===== config.mk =====
export PLATFORM = sky130hd
export DESIGN_NAME = cle_packer
export DESIGN_NICKNAME = d
export VERILOG_FILES = /design/src/rtl/cle_packer.sv
export SDC_FILE = /design/constraint.sdc
export NUM_CORES = 1
export LEC_CHECK = 0
export ABC_AREA = 1
export CAP_MARGIN = 10
export CORE_ASPECT_RATIO = 0.8
export CORE_MARGIN = 2
export CORE_UTILIZATION = 58
export DETAILED_ROUTE_END_ITERATION = 10
export HOLD_SLACK_MARGIN = 0.02
export PLACE_DENSITY = 0.94
export SYNTH_ARGS = -nofsm -noshare
export SYNTH_HDL_FRONTEND = slang
export SYNTH_SLANG_ARGS = --single-unit

===== constraint.sdc =====
create_clock -name clk -period 2.77 [get_ports clk]
set_input_delay 0.277 -clock clk [delete_from_list [all_inputs] [get_ports clk]]
set_output_delay 0.277 -clock clk [all_outputs]
set_load 0.02 [all_outputs]

===== src/rtl/cle_packer.sv =====
// Repacks a 32x32 label map from the label SRAM into a 1-bit-per-pixel
// bitmap (128 bytes, MSB = leftmost pixel) and counts foreground pixels.
module cle_packer (
  input  logic        clk,
  input  logic        reset,
  input  logic        start,
  input  logic [7:0]  sram_q,
  output logic [9:0]  sram_a,
  output logic [6:0]  pack_a,
  output logic [7:0]  pack_d,
  output logic        pack_wen,
  output logic [10:0] fg_count,
  output logic        finish
);

  typedef enum logic [1:0] {
    IDLE,
    READ,
    DONE
  } state_t;

  state_t      state;
  logic [10:0] cnt;
  logic [6:0]  shreg;
  logic        pix;
  logic        smp;
  logic [9:0]  idx;

  // cnt lags the address by one: data for address cnt-1 is on sram_q now
  assign pix = |sram_q;
  assign smp = (cnt != 11'd0) && (cnt <= 11'd1024);
  assign idx = 10'(cnt - 11'd1);

  always_ff @(posedge clk) begin
    if (reset) begin
      state    <= IDLE;
      cnt      <= '0;
      shreg    <= '0;
      sram_a   <= '0;
      pack_a   <= '0;
      pack_d   <= '0;
      pack_wen <= 1'b1;
      fg_count <= '0;
      finish   <= 1'b0;
    end else begin
      pack_wen <= 1'b1;
      unique case (state)
        IDLE, DONE: begin
          if (start) begin
            state    <= READ;
            cnt      <= '0;
            sram_a   <= '0;
            fg_count <= '0;
            finish   <= 1'b0;
          end
        end
        READ: begin
          cnt <= cnt + 11'd1;
          if (sram_a != 10'h3ff)
            sram_a <= sram_a + 10'd1;
          if (smp) begin
            shreg    <= {shreg[5:0], pix};
            fg_count <= fg_count + {10'd0, pix};
            if (idx[2:0] == 3'd7) begin
              pack_a   <= idx[9:3];
              pack_d   <= {shreg, pix};
              pack_wen <= 1'b0;
            end
          end
          if (cnt == 11'd1025) begin
            state  <= DONE;
            finish <= 1'b1;
          end
        end
        default: state <= IDLE;
      endcase
    end
  end

endmodule


==> flow_metrics.py <==
metrics = {
    "run_status": {
        "status": "complete, no violations",
    },
    "power_and_ir_drop": {
        "p_sw_uw": 485.2,
        "power.internal_mw": 1.291,
        "clockPowerShare_pct": 39.0,
        "seq_power_share_pct": 48.6,
        "pwr-share-comb_pct": 12.5,
        "ir_drop_v": 0.0003379,
        "power.share.switching_pct": 27.31,
        "p_leak_nw": 1.576,
        "powerDensity_mw_per_mm2": 463.7,
    },
    "critical_path": {
        "r2r_cells": 8,
        "r2r-start": "cnt[0]",
        "required_ns": 3.00,
        "arrival_ns": 2.46,
        "crit_path_start_kind": "flip-flop",
        "critical_path.cell_chain": "inv_1 > ha_1 > nand2_1 > nand2_1 > nor2_1 > nand4_4 > o21bai_1 > nor2_1",
        "cp_num_buf_inv": 1,
        "ff2ff_setup_slack_ns": 0.54,
        "path_max_fanout": 27,
        "max_stage_delay_ns": 0.44,
        "worstSetupPathType": "reg -> reg",
        "end_kind": "flip-flop",
        "r2r-end": "pack_a[5]",
        "cp_top_family": "simple AND/OR/NAND/NOR gates",
        "cpMaxStageDelayCell": "dfxtp_1",
    },
    "die": {
        "rows": 24,
        "initial_utilization_pct": 59.18,
        "fp.coreArea_sq_mm": 0.005345,
        "die_x_um": 86.57,
        "io_pins": 49,
        "fp.dieH_um": 70.05,
        "die_area_sq_mm": 0.006064,
    },
    "drt": {
        "routed_wl_um": 7847,
        "via_per_inst": 5.476,
        "met2WireLength_um": 3633,
        "dr_wl_met3_um": 560,
        "first_pass_iters": 5,
        "drtIter0Drc": 207,
        "top_layer": "met4",
        "drt.antenna.violating_nets": 0,
        "wl_per_cell_um": 13.69,
        "vias": 3138,
        "m1WireLength_um": 3481,
        "drc_errors": 0,
    },
    "timing": {
        "worst_pin_slew_ns": 0.6948,
        "maxSlewHeadroom_pct": 53.63,
        "finalClockSkew_ns": 0.006964,
        "hold_ws_ns": 0.4785,
        "hold_viol": 0,
        "setup_tns_ns": 0,
        "fmax_mhz": 449.3,
        "worst_slack_ns": 0.5444,
        "rsz0062_at_grt": "no",
        "post-route-min-period_ns": 2.226,
        "setup_viol": 0,
        "drv_slew": 0,
        "period_share_pct": 80.35,
    },
    "synth": {
        "synth_area_leaders": "dfxtp_1 37%, nand2_1 15%, inv_1 5.9%, nand3_1 5.9%, nor2_1 5.6%",
        "ys_types": 37,
        "yosys.area.top_type_share_pct": 36.71,
        "ys.warnings.count": 0,
        "synth_area_leader_cell": "dfxtp_1",
        "ys_seq_area_share_pct": 36.71,
        "synth_seq_cells": 58,
        "syn_avg_cell_area_sq_um": 6.952,
        "syn_area_sq_mm": 0.003163,
        "syn-num-nets": 473,
        "synth_cells": 455,
    },
    "clock_tree": {
        "clockRootBuffer": "clkbuf_8",
        "cts_resized": 0,
        "clkLatencyLatePin_ns": 0.34,
        "path_clk_slew_ns": 0.07,
        "cts_sinks": 58,
        "cts_tree": "done",
        "clockBufferDepth": 2,
        "hold_buffers": 0,
        "cts-buffers-inserted": 9,
        "post_cts_buffers": 0,
        "cts_max_level": 3,
    },
    "global_routing": {
        "grt_pass1_vias": 2967,
        "grt_max_degree": 28,
        "grt_pass1_wl_um": 13190,
        "grt_use_total_pct": 27.30,
        "overflow": 0,
        "grt_antenna_before_repair": 0,
    },
    "worst_hold_path": {
        "min_from": "pack_d[2]",
        "whs_path_depth": 2,
        "hold_end": "pack_d[2]",
        "hp-class": "reg -> reg",
    },
    "job": {
        "drv_cap": 0,
    },
    "place": {
        "port_buffers": 48,
        "dp_hpwl_um": 5472,
        "place_congestion": 0.8770,
        "pre_cts_ws_ns": 0.4320,
    },
    "final_layout": {
        "fin_util_pct": 71.68,
        "final_common_cell": "nand2_1",
        "final_cell_mix": "126 x nand2_1, 58 x dfxtp_1, 50 x inv_1",
        "final_nets": 522,
        "area.growth.synth_to_final_pct": 21.12,
        "diodes": 0,
        "layout-drive-gt1-share_pct": 12.01,
    },
}
[registers in the layout, summed over array words and instances (netlist names)]
name / count
pack_d: 8
shreg: 7
state: 2
pack_wen: 1
sram_a: 10
fg_count: 11
cnt: 11
pack_a: 7
finish: 1
[metrics by stage]
stage	instance area (sq um)	instances	power, mW
after floorplan	3163	455	1.027
after global placement	3661	558	1.091
after detailed placement	3661	558	1.099
after CTS	3831	573	1.779
after global routing	3831	573	1.836
final	3831	573	1.776
[cells in the mapped netlist (all sizes together)]
master	n
nand4	10
o21ai	15
ha	7
a32o	1
nand3	42
nand2	140
a21oi	33
inv	53
a221oi	1
a31oi	1
xor2	6
buf	9
clkbuf	5
nor3	4
nor3b	2
o31ai	1
nor2	55
or2	1
o21bai	5
nand3b	4
dfxtp	58
nor4	2
[layout make-up]
class,count,area (sq um)
multi-input combinational,330,1707
timing repair buffer,52,510.5
sequential,58,1161
clock inverter,3,15.01
inverter,53,201.4
clock buffer,12,155.1
tap,65,81.33
fill,412,1514
[worst reg2reg max path, stage by stage, from the launching register on]
cell and delay, ns:
dfxtp_1 0.44, inv_1 0.11, ha_1 0.26, nand2_1 0.09, nand2_1 0.05, nor2_1 0.39
nand4_4 0.41, o21bai_1 0.31, nor2_1 0.06
[cell families (layout without fill, tap and decap cells)]
group	Yosys count	count (layout)	share of synthesized area, %
compound gates	57	57	11.23
flops	58	58	36.71
fa+ha+maj	7	7	2.769
xor+xnor	6	6	1.661
simple gates	260	260	38.29
buf+inv	67	120	9.335
[power groups by stage]
stage               combinational, mW  sequential [mW]  clock (mW)
detailed placement              0.218            0.881           0
global placement                0.211            0.880           0
finish                          0.221            0.863       0.692
floorplan                       0.134            0.893           0
CTS                             0.219            0.863       0.697
global route                    0.242            0.865       0.729
[per-layer routing]
| metal | vias to the layer above | track usage (%) |
|---|---|---|
| li1 | 1559 | - |
| met1 | 1436 | 35.22 |
| met2 | 122 | 42.14 |
| met3 | 21 | 8.629 |
| met4 | 0 | 11.28 |
| met5 | - | 0 |
[worst max path at each step]
| stage | endpoint | slack [ns] | cells after the start | startpoint |
|---|---|---|---|---|
| floorplan | pack_a[2] | 1.06 | 9 | cnt[0] |
| global placement | fg_count[6] | 0.55 | 13 | sram_q[5] |
| detailed placement | fg_count[6] | 0.43 | 13 | sram_q[5] |
| CTS | pack_a[3] | 0.58 | 8 | cnt[0] |
| global route | pack_a[5] | 0.31 | 8 | cnt[0] |
| finish | pack_a[5] | 0.54 | 8 | cnt[0] |
(Power assumes the default switching activity.)
